### config.mk
export PLATFORM = sky130hd
export DESIGN_NAME = adc_dac_router
export DESIGN_NICKNAME = d
export VERILOG_FILES = /design/src/rtl/adc_dac_router.sv
export SDC_FILE = /design/constraint.sdc
export NUM_CORES = 1
export LEC_CHECK = 0
export ABC_AREA = 1
export CAP_MARGIN = 20
export CORE_MARGIN = 8
export CORE_UTILIZATION = 69
export CTS_BUF_LIST = sky130_fd_sc_hd__clkbuf_2 sky130_fd_sc_hd__clkbuf_4 sky130_fd_sc_hd__clkbuf_8
export CTS_CLUSTER_DIAMETER = 50
export DETAILED_ROUTE_END_ITERATION = 6
export DONT_BUFFER_PORTS = 1
export GPL_ROUTABILITY_DRIVEN = 0
export GPL_TIMING_DRIVEN = 0
export PLACE_DENSITY = 0.95
export SYNTH_ARGS = -nofsm -noshare
export SYNTH_HDL_FRONTEND = slang
export SYNTH_SLANG_ARGS = --single-unit
### constraint.sdc
create_clock -name sys_clk -period 9.6 [get_ports sys_clk]
set_clock_uncertainty 0.2 [all_clocks]
set_input_delay 0.96 -clock sys_clk [delete_from_list [all_inputs] [get_ports sys_clk]]
set_output_delay 0.96 -clock sys_clk [all_outputs]
set_load 0.02 [all_outputs]
### src/rtl/adc_dac_router.sv
// ADC-to-DAC sample router: 3-stage format/route/gain pipeline with sticky saturation
// flags, plus a triggered capture buffer that snoops one DAC channel.
module adc_dac_router #(
  parameter  int N_CH      = 2,
  parameter  int ADC_W     = 12,
  parameter  int DAC_W     = 14,
  parameter  int CAP_DEPTH = 16,
  localparam int AW        = $clog2(CAP_DEPTH),
  localparam int SW        = $clog2(N_CH)
) (
  input  logic                  sys_clk,
  input  logic                  sys_rst,
  input  logic [N_CH*ADC_W-1:0] adc_data,
  input  logic                  adc_valid,
  input  logic                  cfg_fmt_in,
  input  logic                  cfg_fmt_out,
  input  logic [N_CH*SW-1:0]    cfg_src_sel,
  input  logic [N_CH*3-1:0]     cfg_gain,
  input  logic [N_CH-1:0]       cfg_mute,
  output logic [N_CH*DAC_W-1:0] dac_data,
  output logic                  dac_valid,
  output logic [N_CH-1:0]       sat_flag,
  input  logic                  sat_clr,
  input  logic                  cap_arm,
  input  logic                  cap_trig,
  input  logic [SW-1:0]         cap_ch,
  output logic                  cap_busy,
  output logic                  cap_done,
  input  logic [AW-1:0]         cap_rd_addr,
  output logic [DAC_W-1:0]      cap_rd_data
);

  localparam int LJ = DAC_W - ADC_W;
  localparam int WW = DAC_W + 8;
  localparam logic signed [WW-1:0] P_MAX = {{(WW-DAC_W+1){1'b0}}, {(DAC_W-1){1'b1}}};
  localparam logic signed [WW-1:0] P_MIN = {{(WW-DAC_W+1){1'b1}}, {(DAC_W-1){1'b0}}};

  typedef enum logic [1:0] {
    S_IDLE  = 2'd0,
    S_ARMED = 2'd1,
    S_FILL  = 2'd2,
    S_DONE  = 2'd3
  } cap_state_t;

  logic signed [ADC_W-1:0] r_s1 [N_CH];
  logic                    r_s1_vld;
  logic signed [DAC_W-1:0] r_s2 [N_CH];
  logic                    r_s2_vld;
  logic [N_CH*DAC_W-1:0]   r_dac;
  logic                    r_dac_vld;
  logic [N_CH-1:0]         r_sat;

  logic signed [DAC_W-1:0] w_s2_nxt [N_CH];
  logic signed [DAC_W-1:0] w_s3 [N_CH];
  logic [N_CH-1:0]         w_clamp;

  cap_state_t              r_state;
  logic [AW-1:0]           r_waddr;
  logic [SW-1:0]           r_cap_ch;
  logic                    r_cap_trig;
  logic                    r_busy;
  logic                    r_done;
  logic [N_CH-1:0]         r_prev_neg;
  logic [DAC_W-1:0]        r_rd;
  logic [DAC_W-1:0]        r_ram [CAP_DEPTH];

  logic signed [DAC_W-1:0] w_cap_val;
  logic                    w_hit;
  logic                    w_wr_en;

  for (genvar g = 0; g < N_CH; g++) begin : g_ch
    logic [SW-1:0]           w_src;
    logic [2:0]              w_gain;
    logic signed [ADC_W-1:0] w_sel;
    logic signed [DAC_W-1:0] w_lj;
    logic signed [WW-1:0]    w_wide;

    assign w_src       = cfg_src_sel[g*SW +: SW];
    assign w_gain      = cfg_gain[g*3 +: 3];
    assign w_sel       = (int'(w_src) < N_CH) ? r_s1[w_src] : r_s1[0];
    assign w_lj        = DAC_W'(w_sel) <<< LJ;
    assign w_wide      = WW'(w_lj) <<< w_gain;
    assign w_clamp[g]  = (w_wide > P_MAX) || (w_wide < P_MIN);
    assign w_s2_nxt[g] = (w_wide > P_MAX) ? P_MAX[DAC_W-1:0] :
                         (w_wide < P_MIN) ? P_MIN[DAC_W-1:0] : w_wide[DAC_W-1:0];
    // Muting forces signed zero, which becomes mid-scale after offset-binary conversion.
    assign w_s3[g]     = cfg_mute[g] ? '0 : r_s2[g];
  end

  // Stage 1: capture samples and normalise to two's complement.
  always_ff @(posedge sys_clk or posedge sys_rst) begin
    if (sys_rst) begin
      r_s1_vld <= 1'b0;
      for (int k = 0; k < N_CH; k++) r_s1[k] <= '0;
    end else begin
      r_s1_vld <= adc_valid;
      if (adc_valid) begin
        for (int k = 0; k < N_CH; k++)
          r_s1[k] <= {adc_data[k*ADC_W + ADC_W - 1] ^ ~cfg_fmt_in, adc_data[k*ADC_W +: (ADC_W-1)]};
      end
    end
  end

  // Stage 2 (route/gain/saturate) and stage 3 (mute/output format), plus sticky flags.
  always_ff @(posedge sys_clk or posedge sys_rst) begin
    if (sys_rst) begin
      r_s2_vld  <= 1'b0;
      r_dac_vld <= 1'b0;
      r_dac     <= '0;
      r_sat     <= '0;
      for (int k = 0; k < N_CH; k++) r_s2[k] <= '0;
    end else begin
      r_s2_vld  <= r_s1_vld;
      r_dac_vld <= r_s2_vld;
      r_sat     <= (r_sat & ~{N_CH{sat_clr}}) | (w_clamp & {N_CH{r_s1_vld}});
      if (r_s1_vld) begin
        for (int k = 0; k < N_CH; k++) r_s2[k] <= w_s2_nxt[k];
      end
      if (r_s2_vld) begin
        for (int k = 0; k < N_CH; k++)
          r_dac[k*DAC_W +: DAC_W] <= {w_s3[k][DAC_W-1] ^ ~cfg_fmt_out, w_s3[k][DAC_W-2:0]};
      end
    end
  end

  assign w_cap_val = w_s3[r_cap_ch];
  assign w_hit     = ~r_cap_trig | (~w_cap_val[DAC_W-1] & r_prev_neg[r_cap_ch]);
  // The write address is held at 0 while armed, so one address feeds both states.
  assign w_wr_en   = r_s2_vld & (((r_state == S_ARMED) & w_hit) | (r_state == S_FILL));

  // Capture control FSM.
  always_ff @(posedge sys_clk or posedge sys_rst) begin
    if (sys_rst) begin
      r_state    <= S_IDLE;
      r_waddr    <= '0;
      r_cap_ch   <= '0;
      r_cap_trig <= 1'b0;
      r_busy     <= 1'b0;
      r_done     <= 1'b0;
      r_prev_neg <= '0;
    end else begin
      if (r_s2_vld) begin
        for (int k = 0; k < N_CH; k++) r_prev_neg[k] <= w_s3[k][DAC_W-1];
      end
      case (r_state)
        S_IDLE, S_DONE: begin
          if (cap_arm) begin
            r_state    <= S_ARMED;
            r_busy     <= 1'b1;
            r_done     <= 1'b0;
            r_waddr    <= '0;
            r_cap_ch   <= (int'(cap_ch) < N_CH) ? cap_ch : '0;
            r_cap_trig <= cap_trig;
          end
        end
        S_ARMED: begin
          if (r_s2_vld && w_hit) begin
            r_state <= S_FILL;
            r_waddr <= AW'(1);
          end
        end
        S_FILL: begin
          if (r_s2_vld) begin
            if (r_waddr == AW'(CAP_DEPTH-1)) begin
              r_state <= S_DONE;
              r_busy  <= 1'b0;
              r_done  <= 1'b1;
            end else begin
              r_waddr <= r_waddr + AW'(1);
            end
          end
        end
        default: begin
          r_state <= S_IDLE;
          r_busy  <= 1'b0;
          r_done  <= 1'b0;
        end
      endcase
    end
  end

  // Capture storage keeps its contents across reset.
  always_ff @(posedge sys_clk) begin
    if (w_wr_en) r_ram[r_waddr] <= w_cap_val;
  end

  // Registered read port.
  always_ff @(posedge sys_clk or posedge sys_rst) begin
    if (sys_rst) r_rd <= '0;
    else         r_rd <= r_ram[cap_rd_addr];
  end

  assign dac_data    = r_dac;
  assign dac_valid   = r_dac_vld;
  assign sat_flag    = r_sat;
  assign cap_busy    = r_busy;
  assign cap_done    = r_done;
  assign cap_rd_data = r_rd;

endmodule

Yosys cells after proc, flatten, opt, wreduce, memory -nomap -nowiden
Memories as Yosys holds them, arrays and structs flattened. A register that Yosys moved wholly into a read port is not among the register bits.
Cells that the tools add are included.
Widths: inputs -> output; s select.

storage, ports and cells
  bits in registers = 97
  bits in writable memories = 224
  input port bits = 47
  output and inout port bits = 47
  word-level logic and storage cells = 104
  memories = 1

cells by class
  $add $sub $neg = 1
  $lt $le $gt $ge = 8
  equal/unequal tests = 9
  shifts and indexed selects = 2
  muxes and demuxes = 37
  bitwise gates (word level) = 20
  reductions and logical operators = 10

memories
  name   words  bits a word  rd ports  clocked after memory_dff  write ports  RTL line  RTL
  r_ram  16     14           1         1                         1            65        logic [DAC_W-1:0] r_ram [CAP_DEPTH];

operator list
  kind                  count
  $mux 14               9
  $mux 12               6
  $gt 22x14->1 const B  2
  $lt 22x14->1 const B  2
  $sshl 14x3->22        2
  $mux 4                4
  $pmux 4 s3            1
  $reduce_and 4->1      3
  $mux 1                10
  $mux 2                4
  $ge 2x2->1 const B    3
  $ne 2x2->1 const B    3
  $not 1->2             3
  $pmux 2 s3            1
  $add 4x1->4 const B   1
  $and 2x2->2           2
  $eq 2x2->1 const B    2
  $eq 4x4->1 const B    1
  $ne 2x1->1 const B    2
  $not 1->1             4
  $pmux 1 s2            2
  $xor 1x1->1           4
  $and 1x1->1           3
  $eq 2x1->1 const B    1
  10 further kinds      12

Longest topological paths before layout
Gate-level depths: netlist of the first run.

  depth in word-level cells = 12
  gate-level depth with buffers = 15
  gate-level depth less buffers = 14

Worst setup path before layout of the first run
OpenSTA, ideal clock, no wires.

  kind = input -> register
  start = input cfg_mute[1]
  end = memory r_ram[0][10] (enable)
  setup time = 382 ps
  arrival = 2225 ps
  required time = 9018 ps
  slack = 6793 ps
  stages on the path = 8
  path buffers = 0
  path through = inv_1 -> nand2_1 -> o211ai_1 -> nand2_1 -> nand2_1 -> a21oi_1 -> nand2_1 -> nor2_1

between the ends
  word-level cells in the longest chain between the ends = 12

ends and longest elaborated chain
  item                                        RTL line  RTL
  start, declared                             19        input logic [N_CH-1:0] cfg_mute,
  $mux 14                                     87        assign w_s3[g] = cfg_mute[g] ? '0 : r_s2[g];
  $mux 14 (implied by the code) (3 in a row)  126       assign w_cap_val = w_s3[r_cap_ch];
  $not 1->1                                   127       assign w_hit = ~r_cap_trig | (~w_cap_val[DAC_W-1] & r_prev_neg[r_cap_ch]);
  $and 1x1->1                                 127
  $or 1x1->1                                  127
  $and 1x1->1                                 129       assign w_wr_en = r_s2_vld & (((r_state == S_ARMED) & w_hit) | (r_state == S_FILL));
  $or 1x1->1                                  129
  $and 1x1->1                                 129
  $mux 1                                      184       if (w_wr_en) r_ram[r_waddr] <= w_cap_val;
  $mux 1 (implied by the code)                184
  end, declared                               65

Every way passes these cells. The select of a mux whose other input is x is not followed.

Worst setup path in the final report of the first run
  start = register r_cap_ch
  end = memory r_ram[12][2] (enable)

between the ends
  word-level cells in the longest chain between the ends = 12
  elaborated cells between the ends (all ways) = 14
  classes of those cells = 7 x mux; 7 x bitwise

ends and longest elaborated chain
  item                                        RTL line  RTL
  start, declared                             59        logic [SW-1:0] r_cap_ch;
  start signal, assigned                      152       r_cap_ch <= (int'(cap_ch) < N_CH) ? cap_ch : '0;
  $not 1->2 (implied by the code)             126
  $mux 14 (implied by the code) (3 in a row)  126
  $not 1->1                                   127
  $and 1x1->1 *                               127
  $or 1x1->1 *                                127
  $and 1x1->1 *                               129
  $or 1x1->1 *                                129
  $and 1x1->1 *                               129
  $mux 1 *                                    184
  $mux 1 (implied by the code) *              184

Every way passes the cells marked *; elsewhere a longest branch is shown, timed or not. The select of a mux whose other input is x is not followed.

==> results.toml, run 1 <==
[routing]
ant_nets = 0
drt_iter0_drc = 1758
wl_per_cell_um = 22.5
vias_per_cell = 6.45
num_vias = 11100
drtPass1Iterations = 7
remaining_drc_errors = 2
routed_wl_um = 38600

[place]
portBuffers = 0
place_area_um2 = 14400
dp_hpwl_um = 26000

[die]
die_h_um = 158
coreArea_um2 = 20000
initial_core_util_pct = 69.5
ios = 94
die_area_um2 = 25000
rows = 52
fp.dieW_um = 158

[timing]
worstMarginPinSlew_ns = 0.838
finalCritPeriodShare_pct = 30.1
fmax_mhz = 346
finalSetupTns_ns = 0
setup_viol = 0
fin_crit_ns = 2.89
slew_headroom_pct = 44.0
finalMaxSlewViolations = 0
rsz0062_at_grt = "no"
timing.hold.ws_ns = 0.153
final_hold_viol_count = 0

[synth]
synth_top_family_by_area = "simple AND/OR/NAND/NOR gates"
ys_seq_area_share_pct = 63.9
ys_warn_count = 0
syn_avg_cell_area_um2 = 10.4
synth_enable_flop_cells = 208
ys_ff_latch = 314
syn_nets = 1390
synth-compound-area-share_pct = 10.8
synth.area.mux_share_pct = 3.82
yosys.area_share.adder_pct = 0.629
synth.distinct_cells = 32
syn_area_um2 = 13900
synthSimpleGateAreaFrac_pct = 15.8
ys_async_sr_fraction_pct = 33.8
synthFlopType = "edfxtp_1"
synth_xor_area_share_pct = 0.126
synthCells = 1336

[global_route]
globalRouteOverflowTotal = 0
antenna_found_initial = 0
grt_pass1_wl_um = 59700
track_usage_pct = 31.8
grt_pass1_vias = 11400
grt_start_max_net_pins = 62

[clocking]
tritoncts = "yes"
postCtsHoldBufs = 0
cts_htree_levels = 2
clkSlewWorstSetupHoldPaths_ns = 0.06
cts_resized = 0
post_cts_buffers = 0
root_buffer = "clkbuf_8"
clk_latency_ns = 0.56
clockBufferDepth = 3
cts_sinks = 314
cts_made_buffers = 47

[setup_path]
cp-start-kind = "flop"
required_ns = 9.66
cp_max_fo = 9
endpoint_kind = "flop"
path_class = "flop to flop"
worstPathArrival_ns = 2.95

[cells_and_area]
final.fill_count = 1178
antenna_cells = 0
final_cell_mix = "nand2_1, edfxtp_1, nand3_1, dfrtp_1, o21ai_0"
area_delta_synth_final_pct = 10.7
final-seq-area_um2 = 8900
layout_commonest_cell = "nand2_1"
multi_input_area_um2 = 4340
drive_above_1_share_pct = 10.3
final_util_pct = 76.9
final_nets = 1459
final_cell_area_um2 = 15400

[status]
status = "finished, violations left"
failed_checks = "DRC"

[worst_hold_path]
hold_path.class = "input pin to asynchronous set/reset pin"

[pwr]
p_leak_nw = 6.38
pwr_density_cell_nw_per_um2 = 220
ir_drop_mv = 0.128
p_total_mw = 3.39

[run]
maxCapViolCount = 0
-- flip-flops by register name, summed over array words and instances, names as in the netlist --
name         count
cap_busy         1
cap_done         1
cap_rd_data     13
dac_data        26
dac_valid        1
r_cap_ch         1
r_cap_trig       1
r_prev_neg       2
r_ram          208
r_s1            24
r_s1_vld         1
r_s2            26
r_s2_vld         1
r_state          2
r_waddr          4
sat_flag         2
-- worst max-delay path, stage by stage (launching register included) --
cell      delay, ns
dfrtp_1        0.43
inv_2          0.13
nand2_1        0.11
o211ai_1       0.10
nand2_1        0.09
nand2_1        0.06
a21oi_1        0.28
nand2_1        0.22
nor2_1         0.65
buf_4          0.32
-- where the power goes --
| part | internal [mW] | switching [mW] |
|---|---|---|
| registers | 1.64 | 0.100 |
| clock network | 0.589 | 0.497 |
| logic | 0.144 | 0.423 |
| total | 2.37 | 1.02 |
-- cells in the mapped netlist (10+ instances only) --
master,number,share of area [%]
a21oi_1,73,2.6
inv_1,87,2.3
mux2i_1,52,3.7
dfrtp_1,106,19
nand2_1,319,8.6
o211ai_1,54,2.9
clkbuf_1,47,1.3
a21oi_2,10,0.63
nand3_1,131,4.7
buf_2,11,0.40
edfxtp_1,208,45
nor2_1,73,2.0
o21ai_0,106,3.8
-- routing by layer --
metal | global-route usage [%] | vias up | part of all wire [%]
li1 | - | 4766 | -
met1 | 34.1 | 5091 | 32
met2 | 53.6 | 956 | 49
met3 | 9.61 | 240 | 13
met4 | 21.6 | 0 | 6.6
met5 | 0 | - | 0
-- stage by stage --
| step | cells | worst slack (ns) |
|---|---|---|
| CTS | 1709 | 6.68 |
| detailed placement | 1622 | 6.15 |
| global route | 1713 | 6.59 |
| floorplan | 1336 | 5.65 |
| global placement | 1606 | 4.58 |
| finish | 1713 | 6.71 |
-- path summary, 6_finish.rpt --
check | from | endpoint | slack [ns] | depth (start not counted)
hold reg to reg | r_s2_vld$_DFF_PP0_ | dac_valid$_DFF_PP0_ | 0.20 | 0
min in group sys_clk | r_s2_vld$_DFF_PP0_ | dac_valid$_DFF_PP0_ | 0.20 | 0
setup / recovery | r_cap_ch$_DFFE_PP0P_ | r_ram[12][2]$_DFFE_PP_ | 6.71 | 9
hold / removal | sys_rst | r_s1[0]$_DFFE_PP0P_ | 0.15 | 1
setup reg to reg | r_cap_ch$_DFFE_PP0P_ | r_ram[12][2]$_DFFE_PP_ | 6.71 | 9
max in group asynchronous | sys_rst | dac_data[5]$_DFFE_PP0P_ | 8.30 | 2
-- cell families after synthesis --
logic type	Yosys count
simple gates	533
flops	314
compound gates	258
buf+inv	169
mux	53
fa+ha+maj	7
xor+xnor	2
-- final cells by class --
cell class	instances	share of cell area [%]
Buffer	75	2.23
Timing Repair Buffer	20	1.30
Inverter	94	2.30
Multi-Input combinational cell	853	28.2
Clock buffer	78	5.83
Clock inverter	9	0.268
Sequential cell	314	57.7
Tap cell	270	2.19
Power figures use the tool's default switching activity.
==> inputs of run 2 (changes only) <==
- CORE_UTILIZATION: 69 -> 60
- PLACE_DENSITY: 0.95 -> 0.89
- clock period: 9.6 -> 2.5 ns (I/O delays scaled with it)
==> run 2 against run 1 <==
Effect of this change: the flow still finishes with violations (DRC); utilization shrank 6.1 points; wire length shrank 3.2%; critical endpoint is now r_ram[0][13]$_DFFE_PP_; clock power grew to 4.2 times the previous value; critical path depth shrank 2; clock-buffer cell count grew 3; die area grew 13%; non-clock buffer count grew 41; worst setup slack lost 6.6 ns; largest cell class unchanged; first-iteration DRC count shrank 25%; hold slack lost 0.13 ns; combinational power grew to 4.0 times the previous value; largest power group unchanged; sequential share of layout area shrank 2.4 points.
==> results.toml, run 2 (synthesized netlist as in run 1, its figures left out) <==
[status]
status = "finished, violations left"
failed_checks = "DRC"

[die]
die_h_um = 168
ios = 94
fp.dieW_um = 168
coreArea_um2 = 22700
initial_core_util_pct = 61.3
rows = 55
die_area_um2 = 28300

[global_route]
track_usage_pct = 25.8
grt_start_max_net_pins = 42
globalRouteOverflowTotal = 0
grt_pass1_wl_um = 57300
antenna_found_initial = 0
grt_pass1_vias = 10700

[cells_and_area]
final.fill_count = 1453
final_util_pct = 70.9
largest_register = "r_ram"
largest_register_ff_count = 208
antenna_cells = 0
layout_commonest_cell = "nand2_1"
final-seq-area_um2 = 8900
final_cell_mix = "nand2_1, edfxtp_1, nand3_1, dfrtp_1, o21ai_0"
area_delta_synth_final_pct = 15.5
final_cell_area_um2 = 16100
fin_cells = 1772
final_nets = 1502
drive_above_1_share_pct = 11.7
multi_input_area_um2 = 4480

[routing]
drt_iter0_drc = 1324
routed_wl_um = 37300
drtPass1Iterations = 7
wl_per_cell_um = 21.1
remaining_drc_errors = 2
vias_per_cell = 6.13
ant_nets = 0
num_vias = 10900

[place]
place_inst = 1638
place_ws_ns = -0.333
portBuffers = 0
place_area_um2 = 14500
dp_hpwl_um = 24400

[timing]
finalCritPeriodShare_pct = 97.1
finalSetupTns_ns = 0
fmax_mhz = 412
worstMarginPinSlew_ns = 0.817
setup_viol = 0
slew_headroom_pct = 45.2
fin_crit_ns = 2.43
rsz0062_at_grt = "yes"
final_hold_viol_count = 0
finalMaxSlewViolations = 0
worst_slack_ns = 0.0730
timing.hold.ws_ns = 0.0210

[setup_path]
r2r_start = "r_state[0]$_DFFE_PP0P_"
cp-start-kind = "flop"
endpoint_kind = "flop"
crit_start = "r_state[0]$_DFFE_PP0P_"
cp_max_fo = 9
reg2reg_depth = 7
required_ns = 2.57
path_class = "flop to flop"
worstPathArrival_ns = 2.49

[clocking]
clockBufferDepth = 3
cts_htree_levels = 2
cts_sinks = 314
clkSlewWorstSetupHoldPaths_ns = 0.06
cts_made_buffers = 49
clk_latency_ns = 0.59
root_buffer = "clkbuf_8"
tritoncts = "yes"

[pwr]
pwr_density_cell_nw_per_um2 = 838
ir_drop_mv = 0.483
p_total_mw = 13.5
p_leak_nw = 6.61

[worst_hold_path]
hold_path.class = "input pin to flop"
hold_depth = 2
hp-start = "cfg_mute[1]"

[run]
maxCapViolCount = 0
-- run 2: cell count changes in the layout (fill, tap and decap cells not counted), moves of 4 or more --
cell and delta:
dlygate4sd3_1 +43, nand2_1 -4, nor2_1 -16, nand2_2 +4, buf_6 -5, clkbuf_8 +6
clkinv_1 -4, nor2_4 +14
-- run 2: routing by layer --
| layer | part of all wire [%] | global-route usage (%) | up-vias |
|---|---|---|---|
| li1 | - | - | 4853 |
| met1 | 35 | 29.5 | 5129 |
| met2 | 50 | 45.2 | 728 |
| met3 | 11 | 5.87 | 153 |
| met4 | 4.7 | 12.4 | 0 |
| met5 | 0 | 0 | - |
-- run 2: critical path, stage by stage, from the launching register on --
cell and delay [ns]:
dfrtp_1 0.42, inv_1 0.07, ha_1 0.26, inv_1 0.18, a21oi_4 0.27, nand2_2 0.19
nor2_4 0.25, buf_4 0.28
-- run 2: repair_timing --
item | in CTS | in global routing
setup endpoints to repair | 140 | 169
gates resized for setup | 15 | 20
buffers inserted | 0 | 0
hold buffers | 44 | 0
gates cloned | 0 | 0
endpoints found under the hold margin | 210 | 0
pin swaps | 0 | 0
-- run 2: final cells by class --
class	instances	share of cell area, %
inverter	94	2.22
clock inverter	9	0.513
tap	285	2.22
sequential	314	55.3
timing repair buffer	61	3.86
clock buffer	81	5.96
buffer	75	2.14
multi-input combinational	853	27.8
-- run 2: final timing paths --
check	endpoint	slack, ns
setup / recovery	r_ram[0][13]$_DFFE_PP_	0.07
hold / removal	dac_data[16]$_DFFE_PP0P_	0.02
setup reg to reg	r_ram[0][13]$_DFFE_PP_	0.07
hold reg to reg	dac_valid$_DFF_PP0_	0.22
max in group asynchronous	dac_data[6]$_DFFE_PP0P_	1.33
min in group asynchronous	r_s1[17]$_DFFE_PP0P_	0.10
-- run 2: where the power goes --
group	switching (mW)	internal (mW)
registers	0.394	6.29
clock network	2.00	2.53
logic	1.63	0.633
==> inputs of run 3 (changes only) <==
- ABC_AREA: 1 -> default
==> run 3 against run 2 <==
Effect of this change: the flow finishes with violations (setup timing); combinational power is 15% higher; utilization rose by 1.7 points; flip-flop and latch count unchanged; fmax fell by 5.3%; power is 2.8% higher; sequential power rose by 2%; global-route usage down 2.4 points; register-to-register slack got worse by 0.14 ns; hold slack better by 0.011 ns; clock power down 3%; final cell count fell by 26%; area after synthesis fell by 1.0%.
==> results.toml, run 3 <==
[status]
status = "finished, violations left"
failed_checks = "setup timing"

[global_route]
grt_pass1_wl_um = 50100
use_met3_pct = 5.64
grt-busiest-layer = "met2"
grtUsageMet2_pct = 41.9
grt_pass1_vias = 8720
antenna_found_initial = 1
globalRouteOverflowTotal = 0
grt_use_met1_pct = 25.7
track_usage_pct = 23.4
grt_start_max_net_pins = 43

[setup_path]
worstPathArrival_ns = 2.82
required_ns = 2.76
path_class = "flop to flop"
cp-start-kind = "flop"
cp_max_fo = 6
endpoint_kind = "flop"

[cells_and_area]
layout_commonest_cell = "edfxtp_1"
drive_above_1_share_pct = 35.3
final_nets = 1041
final-seq-area_um2 = 8910
final.fill_count = 1308
antenna_cells = 0
multi_input_area_um2 = 4800
final_cell_mix = "edfxtp_1, dfrtp_1, mux4_2, mux2_2, clkbuf_8"
largest_register = "r_ram"
final_util_pct = 72.6
largest_register_ff_count = 208
area_delta_synth_final_pct = 18.9

[timing]
fmax_mhz = 390
finalMaxSlewViolations = 0
final_hold_viol_count = 0
rsz0062_at_grt = "yes"
timing.hold.ws_ns = 0.0324
setup_viol = 51
fin_crit_ns = 2.56
slew_headroom_pct = 29.0
finalSetupTns_ns = -1.08
finalCritPeriodShare_pct = 103
worstMarginPinSlew_ns = 1.05
worst_slack_ns = -0.0639

[synth]
ys_async_sr_fraction_pct = 33.8
syn_area_um2 = 13800
synthCells = 838
ys_ff_latch = 314
ys_top_cells_by_area = "edfxtp_1, dfrtp_1, mux4_2"
synthTopCellsByCount = "edfxtp_1, dfrtp_1, mux4_2, mux2_2, nor2_1"
syn_avg_cell_area_um2 = 16.5
synth.distinct_cells = 52
syn_nets = 892
synthFlopType = "edfxtp_1"
yosysTopAreaCell = "edfxtp_1"
ys_seq_area_share_pct = 64.5
synth_enable_flop_cells = 208
ys_warn_count = 0
yosysTopAreaCellShare_pct = 45.3
yosysMostFrequentCell = "edfxtp_1"

[pwr]
p_total_mw = 13.9
netSwitchingFraction_pct = 28.5
power_frac_clock_pct = 31.9
p_leak_nw = 6.00
combPwrFrac_pct = 18.9
ir_drop_mv = 0.517
pwr_density_cell_nw_per_um2 = 846
power_frac_seq_pct = 49.2
p_int_mw = 9.91
p_switching_mw = 3.95

[routing]
remaining_drc_errors = 0
vias_per_cell = 6.37
wl_per_cell_um = 25.3
num_vias = 8360
drt_iter0_drc = 785
drtPass1Iterations = 5
routed_wl_um = 33200
ant_nets = 0

[clocking]
cts_made_buffers = 49
cts_sinks = 314
cts_htree_levels = 2
clkSlewWorstSetupHoldPaths_ns = 0.06
clk_latency_ns = 0.60
clockBufferDepth = 3
root_buffer = "clkbuf_8"
tritoncts = "yes"

[die]
ios = 94
rows = 55
die_h_um = 168
die_area_um2 = 28100
coreArea_um2 = 22600
fp.dieW_um = 168
initial_core_util_pct = 61.1

[run]
maxCapViolCount = 0

[place]
portBuffers = 0
place_ws_ns = -0.510
dp_hpwl_um = 22300

[worst_hold_path]
hold_path.class = "input pin to flop"
-- run 3: changes by cell type after synthesis, sizes merged, moves of 62 or more --
cell / change
mux2: +72
nand3: -129
inv: -66
nand2: -287
o21ai: -85
mux4: +86
a21oi: -62
-- run 3: worst max-delay path, cell delays in order (launching register included) --
cell and delay, ns:
dfrtp_2 0.45, buf_4 0.15, mux2_2 0.27, mux4_2 0.53, o311ai_4 0.38, a21oi_2 0.16
a221o_1 0.30
-- run 3: stage by stage --
step           instances  area [µm²]
6_report            1312       16400
5_1_grt             1312       16400
4_1_cts             1296       16100
3_5_place_dp        1151       14400
3_3_place_gp        1123       14200
2_1_floorplan        838       13800
-- run 3: path summary, 6_finish.rpt --
path / end / start / slack (ns) / depth (start not counted)
min: r_s2[22]$_DFFE_PP0P_ / cfg_gain[2] / 0.03 / 3
max reg2reg: r_s2[12]$_DFFE_PP0P_ / r_s1[19]$_DFFE_PP0P_ / -0.06 / 6
min in group asynchronous: r_s1[3]$_DFFE_PP0P_ / sys_rst / 0.08 / 2
min reg2reg: r_s2_vld$_DFF_PP0_ / r_s1_vld$_DFF_PP0_ / 0.19 / 0
max in group asynchronous: r_cap_ch$_DFFE_PP0P_ / sys_rst / 1.10 / 4
max: r_s2[12]$_DFFE_PP0P_ / r_s1[19]$_DFFE_PP0P_ / -0.06 / 6
-- run 3: power by group through the flow --
stage / Combinational (mW) / Clock (mW) / Sequential, mW
3_5_place_dp: 2.25 / 0 / 6.90
6_report: 2.62 / 4.42 / 6.82
3_3_place_gp: 2.02 / 0 / 6.90
5_1_grt: 2.81 / 4.72 / 6.86
4_1_cts: 2.41 / 4.47 / 6.82
2_1_floorplan: 1.59 / 0 / 6.78
-- run 3: routing by layer --
metal	part of all wire [%]	wire length, µm
met1	35	11600
met4	5.0	1660
met2	53	17500
met5	0.039	13
met3	7.3	2420
-- run 3: timing repair --
item                                    in CTS  in global routing
pin swaps                                   11                 11
hold buffers                                39                  0
setup buffers                               16                 19
cloned                                       0                  1
endpoints found under the hold margin      118                  0
endpoints found under the setup margin     220                202
resized for setup                           41                 27
-- run 3: area by class of cell --
type / count / area share, %
Multi-Input combinational cell: 444 / 29.3
Sequential cell: 314 / 54.4
Buffer: 51 / 1.44
Clock inverter: 18 / 0.962
Tap cell: 285 / 2.18
Inverter: 26 / 0.618
Clock buffer: 73 / 5.29
Timing Repair Buffer: 101 / 5.85
-- run 3: logic make-up after synthesis --
kind of cell | after synthesis | synth area share [%]
XOR/XNOR | 4 | 0.254
multiplexers | 188 | 22.1
buffers and inverters | 81 | 2.56
AND/OR/NAND/NOR | 152 | 5.32
flip-flops | 314 | 64.5
adder cells (fa/ha/maj) | 7 | 0.635
AO/OA/AOI/OAI | 92 | 4.56
